--- src/rtl/req_send_pkg.sv ---
// Shared types and constants for the request-send producer stage.
package req_send_pkg;

  localparam int DW_DEF       = 16;
  localparam int CW_DEF       = 32;
  localparam int RDY_LAT_MAX  = 2;
  localparam int DONE_LAT_MIN = 1;
  localparam int DONE_LAT_MAX = 5;
  localparam int LAT_W        = 3;

  typedef enum logic [1:0] {
    IDLE      = 2'd0,
    RDY_WAIT  = 2'd1,
    DONE_WAIT = 2'd2
  } state_e;

endpackage

--- src/rtl/req_send_ctrl_rise_det.sv ---
// Rising-edge detector: one flop plus AND-NOT, flop always tracks the input.
module rise_det (
  input  logic clk,
  input  logic rst_n,
  input  logic sig,
  output logic rise
);

  logic sig_r;

  // previous-cycle copy of the input
  always_ff @(posedge clk or negedge rst_n) begin
    if (!rst_n) begin
      sig_r <= 1'b0;
    end else begin
      sig_r <= sig;
    end
  end

  assign rise = sig & ~sig_r;

endmodule

--- src/rtl/req_send_ctrl.sv ---
// Producer stage: req_data -> ready/d -> done/q transfer plus req -> ack
// handshake with a max_count timeout. All outputs come straight from flops.
module req_send_ctrl
  import req_send_pkg::*;
#(
  parameter int DW       = DW_DEF,
  parameter int RDY_LAT  = 2,
  parameter int DONE_LAT = 3,
  parameter int CW       = CW_DEF
) (
  input  logic          clk,
  input  logic          rst_n,
  input  logic          req_data,
  input  logic [DW-1:0] data,
  input  logic          req,
  input  logic [CW-1:0] max_count,
  output logic          ready,
  output logic [DW-1:0] d,
  output logic          done,
  output logic [DW-1:0] q,
  output logic          busy,
  output logic          ack,
  output logic          timeout
);

  if (RDY_LAT < 0 || RDY_LAT > RDY_LAT_MAX) begin : g_bad_rdy_lat
    $error("req_send_ctrl: RDY_LAT out of range");
  end
  if (DONE_LAT < DONE_LAT_MIN || DONE_LAT > DONE_LAT_MAX) begin : g_bad_done_lat
    $error("req_send_ctrl: DONE_LAT out of range");
  end

  localparam logic [LAT_W-1:0] LAT_ZERO    = 3'd0;
  localparam logic [LAT_W-1:0] LAT_ONE     = 3'd1;
  localparam logic [LAT_W-1:0] RDY_LAT_V   = LAT_W'(RDY_LAT);
  localparam logic [LAT_W-1:0] DONE_LAT_M1 = LAT_W'(DONE_LAT - 1);
  localparam logic [CW-1:0]    CNT_ONE     = {{(CW-1){1'b0}}, 1'b1};
  localparam logic [CW-1:0]    CNT_MAX     = {CW{1'b1}};

  function automatic logic [CW-1:0] sat_inc(input logic [CW-1:0] v);
    if (v == CNT_MAX) begin
      return v;
    end else begin
      return v + CNT_ONE;
    end
  endfunction

  logic data_rise_s, req_rise_s;

  rise_det u_rise_data (.clk(clk), .rst_n(rst_n), .sig(req_data), .rise(data_rise_s));
  rise_det u_rise_req  (.clk(clk), .rst_n(rst_n), .sig(req),      .rise(req_rise_s));

  state_e           state_r, state_nxt_s;
  logic [LAT_W-1:0] lat_r, lat_nxt_s;
  logic [DW-1:0]    hold1_r, hold1_nxt_s, hold2_r, hold2_nxt_s;
  logic [DW-1:0]    d_r, d_nxt_s, q_r, q_nxt_s;
  logic             ready_r, ready_nxt_s, done_r, done_nxt_s, busy_r, busy_nxt_s;

  // transfer FSM; ready/done are decided one cycle early so they can be registered
  always_comb begin
    state_nxt_s = state_r;
    lat_nxt_s   = lat_r;
    hold1_nxt_s = hold1_r;
    hold2_nxt_s = hold2_r;
    d_nxt_s     = d_r;
    q_nxt_s     = q_r;
    ready_nxt_s = 1'b0;
    done_nxt_s  = 1'b0;
    case (state_r)
      IDLE: begin
        if (data_rise_s) begin
          hold1_nxt_s = data;
          lat_nxt_s   = RDY_LAT_V;
          state_nxt_s = RDY_WAIT;
          if (RDY_LAT_V == LAT_ZERO) begin
            ready_nxt_s = 1'b1;
            d_nxt_s     = data;
          end else begin
            ready_nxt_s = 1'b0;
          end
        end else begin
          state_nxt_s = IDLE;
        end
      end
      RDY_WAIT: begin
        if (lat_r == LAT_ZERO) begin
          // this is the ready cycle: second word is sampled now
          hold2_nxt_s = data;
          lat_nxt_s   = DONE_LAT_M1;
          state_nxt_s = DONE_WAIT;
          if (DONE_LAT_M1 == LAT_ZERO) begin
            done_nxt_s = 1'b1;
            q_nxt_s    = data;
          end else begin
            done_nxt_s = 1'b0;
          end
        end else begin
          lat_nxt_s = lat_r - LAT_ONE;
          if (lat_r == LAT_ONE) begin
            ready_nxt_s = 1'b1;
            d_nxt_s     = hold1_r;
          end else begin
            ready_nxt_s = 1'b0;
          end
        end
      end
      DONE_WAIT: begin
        if (lat_r == LAT_ZERO) begin
          state_nxt_s = IDLE;
        end else begin
          lat_nxt_s = lat_r - LAT_ONE;
          if (lat_r == LAT_ONE) begin
            done_nxt_s = 1'b1;
            q_nxt_s    = hold2_r;
          end else begin
            done_nxt_s = 1'b0;
          end
        end
      end
      default: begin
        state_nxt_s = IDLE;
      end
    endcase
    busy_nxt_s = (state_nxt_s != IDLE);
  end

  // transfer state and output registers
  always_ff @(posedge clk or negedge rst_n) begin
    if (!rst_n) begin
      state_r <= IDLE;
      lat_r   <= LAT_ZERO;
      hold1_r <= {DW{1'b0}};
      hold2_r <= {DW{1'b0}};
      d_r     <= {DW{1'b0}};
      q_r     <= {DW{1'b0}};
      ready_r <= 1'b0;
      done_r  <= 1'b0;
      busy_r  <= 1'b0;
    end else begin
      state_r <= state_nxt_s;
      lat_r   <= lat_nxt_s;
      hold1_r <= hold1_nxt_s;
      hold2_r <= hold2_nxt_s;
      d_r     <= d_nxt_s;
      q_r     <= q_nxt_s;
      ready_r <= ready_nxt_s;
      done_r  <= done_nxt_s;
      busy_r  <= busy_nxt_s;
    end
  end

  logic          armed_r, armed_nxt_s, ack_r, ack_nxt_s, to_r, to_nxt_s;
  logic          eval_s, limit_s;
  logic [CW-1:0] cnt_r, cnt_nxt_s, k_s;

  // ack channel: k_s is the cycle count that will hold in the next cycle
  always_comb begin
    armed_nxt_s = armed_r;
    cnt_nxt_s   = cnt_r;
    ack_nxt_s   = 1'b0;
    to_nxt_s    = 1'b0;
    eval_s      = 1'b0;
    k_s         = cnt_r;
    if (req_rise_s) begin
      eval_s = 1'b1;
      k_s    = CNT_ONE;
    end else if (armed_r) begin
      eval_s = 1'b1;
      k_s    = sat_inc(cnt_r);
    end else begin
      eval_s = 1'b0;
    end
    limit_s = ({1'b0, k_s} + {1'b0, CNT_ONE}) >= {1'b0, max_count};
    if (eval_s && (done_nxt_s || limit_s)) begin
      ack_nxt_s   = 1'b1;
      to_nxt_s    = ~done_nxt_s;
      armed_nxt_s = 1'b0;
    end else if (eval_s) begin
      armed_nxt_s = 1'b1;
      cnt_nxt_s   = k_s;
    end else begin
      armed_nxt_s = 1'b0;
    end
  end

  // ack channel registers
  always_ff @(posedge clk or negedge rst_n) begin
    if (!rst_n) begin
      armed_r <= 1'b0;
      cnt_r   <= {CW{1'b0}};
      ack_r   <= 1'b0;
      to_r    <= 1'b0;
    end else begin
      armed_r <= armed_nxt_s;
      cnt_r   <= cnt_nxt_s;
      ack_r   <= ack_nxt_s;
      to_r    <= to_nxt_s;
    end
  end

  assign ready   = ready_r;
  assign d       = d_r;
  assign done    = done_r;
  assign q       = q_r;
  assign busy    = busy_r;
  assign ack     = ack_r;
  assign timeout = to_r;

endmodule
--- config.mk ---
export PLATFORM = sky130hd
export DESIGN_NAME = req_send_ctrl
export DESIGN_NICKNAME = d
export VERILOG_FILES = /design/src/rtl/req_send_pkg.sv /design/src/rtl/req_send_ctrl_rise_det.sv /design/src/rtl/req_send_ctrl.sv
export SDC_FILE = /design/constraint.sdc
export NUM_CORES = 1
export LEC_CHECK = 0
export ABC_AREA = 1
export BUFFER_PORTS_ARGS = -buffer_cell sky130_fd_sc_hd__buf_2
export CAP_MARGIN = 25
export CELL_PAD_IN_SITES_DETAIL_PLACEMENT = 1
export CELL_PAD_IN_SITES_GLOBAL_PLACEMENT = 2
export CORE_MARGIN = 2
export CORE_UTILIZATION = 33
export CTS_CLUSTER_DIAMETER = 200
export DETAILED_ROUTE_END_ITERATION = 6
export GPL_TIMING_DRIVEN = 0
export PLACE_DENSITY_LB_ADDON = 0.1
export SLEW_MARGIN = 20
export SYNTH_ARGS = -nofsm -noshare
export SYNTH_HDL_FRONTEND = slang
export SYNTH_SLANG_ARGS = --single-unit
export TNS_END_PERCENT = 5
--- constraint.sdc ---
create_clock -name clk -period 6.1 [get_ports clk]
set_input_delay 0.61 -clock clk [delete_from_list [all_inputs] [get_ports clk]]
set_output_delay 0.61 -clock clk [all_outputs]
set_load 0.02 [all_outputs]
==> results.json <==
{
  "p_clk_share_pct": 17.2,
  "drtPass1Iterations": 4,
  "ys_seq_area_share_pct": 35.48,
  "htreeDepth": 3,
  "ys_seq_elements": 109,
  "cp_top_family": "simple AND/OR/NAND/NOR gates",
  "dr_total_vias": 7105,
  "r2r_slack_ns": 0.58,
  "power_frac_comb_pct": 50.0,
  "dpl.hpwl_mm": 20.20,
  "drv_cap": 0,
  "synth.top_cells.by_count": "nand2_1, inv_1, nor2_1",
  "ys.flop_type": "dfrtp_1",
  "clk_pin_slew_ns": 0.08,
  "p_seq_share_pct": 32.8,
  "drtIter0Drc": 242,
  "nets": 1304,
  "viasPerCell": 4.638,
  "rows": 55,
  "syn2layout_area_growth_pct": 15.79,
  "rr_worst_depth": 37,
  "crit_path_max_fanout": 10,
  "switchingPower_w": 0.001740,
  "wl_per_cell_um": 15.90,
  "reg2reg_to": "cnt_r[13]",
  "clk_latency_ns": 0.37,
  "die_w_um": 156.6,
  "synthCells": 1110,
  "crit_path_end_kind": "flip-flop",
  "overflow": 0,
  "relSlewSlack_pct": 53.26,
  "dp.cells": 1512,
  "synthTopCellsByArea": "dfrtp_1, nand2_1, inv_1, ha_1, nor2_1",
  "dieArea_um2": 24530,
  "cts_setup_buffers": 0,
  "setup_ws_ns": 0.5772,
  "synth_edf_count": 0,
  "grt_pass1_wl_mm": 39.71,
  "antenna_found_initial": 7,
  "reg2reg_from": "cnt_r[0]",
  "yosysTopAreaCellShare_pct": 35.48,
  "status": "finished clean",
  "p_leak_nw": 4.805,
  "cts_tree": "yes",
  "grt_max_degree": 67,
  "cp_common_cell": "nand2_1",
  "arrival_ns": 5.83,
  "synth_area_per_cell_um2": 6.926,
  "cts_num_sinks": 109,
  "fin_cells": 1532,
  "portBuffers": 88,
  "yosysMostFrequentCell": "nand2_1",
  "synth_cell_type_count": 39,
  "powerDensity_nw_per_um2": 410.5,
  "cts_hold_buf": 0,
  "core_um2": 22780,
  "stdcell_area_um2": 8901,
  "start_kind": "flip-flop",
  "root_buffer": "clkbuf_16",
  "yosysTopAreaCell": "dfrtp_1",
  "fmax_mhz": 181.1,
  "post-route-drc-count": 0,
  "hold_violations": 0,
  "hp-class": "input port to async pin",
  "path_class": "flip-flop to flip-flop",
  "synthArstFlopShare_pct": 100.0,
  "fin_skew_ns": 0.01048,
  "drive_above_1_share_pct": 13.99,
  "yosysWarnings": 0,
  "clk_path_buf_depth": 2,
  "max_stage_delay_ns": 0.47,
  "fin_crit_ns": 5.523,
  "synth_nets": 1204,
  "initial_core_util_pct": 33.75,
  "grt_use_total_pct": 21.02,
  "synth_area_um2": 7687,
  "post-place-ws_ns": -0.4130,
  "finalWirelength_mm": 24.36,
  "peakVddDrop_mv": 0.1763,
  "sw_frac_of_total_pct": 47.61,
  "fin_crit_sh_pct": 90.54,
  "intPower_w": 0.001914,
  "rsz0062_at_grt": "no",
  "ios": 89,
  "drv_slew": 0,
  "grt_pass1_vias": 7554,
  "die_h_um": 156.6,
  "post-route-util_pct": 39.08,
  "tightestPinTransition_ns": 0.7011,
  "dpl_cell_area_um2": 8553,
  "cts-buffers-inserted": 9,
  "gp_congestion": 0.8279,
  "ant_nets": 0,
  "slowest_stage": "dfrtp_1",
  "cp.required_ns": 6.40,
  "setup_viol": 0,
  "crit_buf_inv": 5
}
## kinds of logic after synthesis
family          Yosys count  share of synthesized area, %
mux                      13                         1.904
flops                   109                         35.48
fa+ha+maj                42                         6.836
xor+xnor                 30                         3.418
simple gates            646                         37.06
buf+inv                 199                         10.29
compound gates           71                         5.013
## worst max-delay path by stage
stage | startpoint | end | slack [ns] | depth (start not counted)
floorplan | cnt_r[0] | cnt_r[10] | 1.52 | 33
global placement | req | cnt_r[28] | -0.37 | 33
detailed placement | req | cnt_r[28] | -0.41 | 33
CTS | u_rise_req.sig_r | cnt_r[28] | 0.15 | 31
global route | cnt_r[0] | cnt_r[14] | 0.03 | 37
finish | cnt_r[0] | cnt_r[13] | 0.58 | 37
## through the flow
| step | total power [W] | TNS [ns] | hold slack, ns |
|---|---|---|---|
| after global routing | 0.004005 | 0 | 0.1938 |
| after floorplan | 0.002441 | 0 | 0.3144 |
| after detailed placement | 0.003041 | -11.38 | 0.4578 |
| after CTS | 0.003694 | 0 | 0.1725 |
| final | 0.003654 | 0 | 0.1554 |
| after global placement | 0.002990 | -10.45 | 0.4487 |
## per-layer routing
metal  up-vias  part of all wire, %  global-route usage [%]
li1       3678                    -                       -
met3        26                  3.8                   4.126
met1      3326                   46                   25.72
met4         6                  1.7                   5.854
met2        69                   49                   37.55
met5         -                 0.18                       0
## worst register-to-register path, delay by kind of cell (launching register included)
family	cells	cell delay, ns
adders and majority gates	3	0.73
and+or+nand+nor	27	2.93
DFF	1	0.47
AOI/OAI and AO/OA	1	0.29
buffers and inverters	5	0.77
xor gates and xnor gates	1	0.27
## power groups by stage
| stage | Combinational, W | Clock (W) | Sequential, W |
|---|---|---|---|
| 6_report | 0.00183 | 0.000628 | 0.00120 |
| 5_1_grt | 0.00209 | 0.000667 | 0.00125 |
| 4_1_cts | 0.00184 | 0.000645 | 0.00120 |
| 3_5_place_dp | 0.00183 | 0 | 0.00121 |
| 3_3_place_gp | 0.00179 | 0 | 0.00120 |
| 2_1_floorplan | 0.00116 | 0 | 0.00128 |
## state kept, by name, summed over array words and instances, names as in the netlist, 2 cells and up
signal   cells
cnt_r       32
state_r      2
lat_r        3
hold2_r     16
q           16
hold1_r     16
d           16
## placed cells by master, fill, tap and decap left out, types with 2 or more instances in the layout
cell	synthesis	routed
nand2_2	5	5
clkinv_1	2	2
inv_8	0	3
clkbuf_16	0	9
mux2_2	13	13
clkbuf_1	18	16
o21ai_0	42	42
inv_2	2	2
buf_2	5	92
xnor2_1	3	3
nand3_4	2	2
a21oi_1	16	15
or2_2	2	2
nor2_4	7	7
inv_1	165	165
buf_6	5	6
nand2_4	3	3
buf_1	2	2
clkbuf_2	0	2
diode_2	0	4
nor2_2	7	8
dfrtp_1	109	109
xor2_1	27	27
o31ai_1	2	2
nand4_1	42	42
nand2_1	363	363
nor2_1	113	112
nor3_1	6	6
nand3_2	7	7
nand3_1	82	82
o21bai_1	5	5
ha_1	42	42
## cell type report
class | instances | area [um^2]
Fill cell | 2960 | 13880
Multi-Input combinational cell | 802 | 4195
Sequential cell | 109 | 2728
Inverter | 169 | 634.4
Timing Repair Buffer | 89 | 474.2
Tap cell | 313 | 391.6
Clock buffer | 9 | 225.2
Buffer | 30 | 158.9
Clock inverter | 7 | 83.83
Antenna cell | 4 | 10.01
## timing repair
action | 4_1_cts | 5_1_grt
endpoints found under the setup margin | 19 | 30
pin swaps | 0 | 0
gates resized for setup | 1 | 8
endpoints found under the hold margin | 0 | 0
Note: power is estimated with default switching activity, not from simulation.
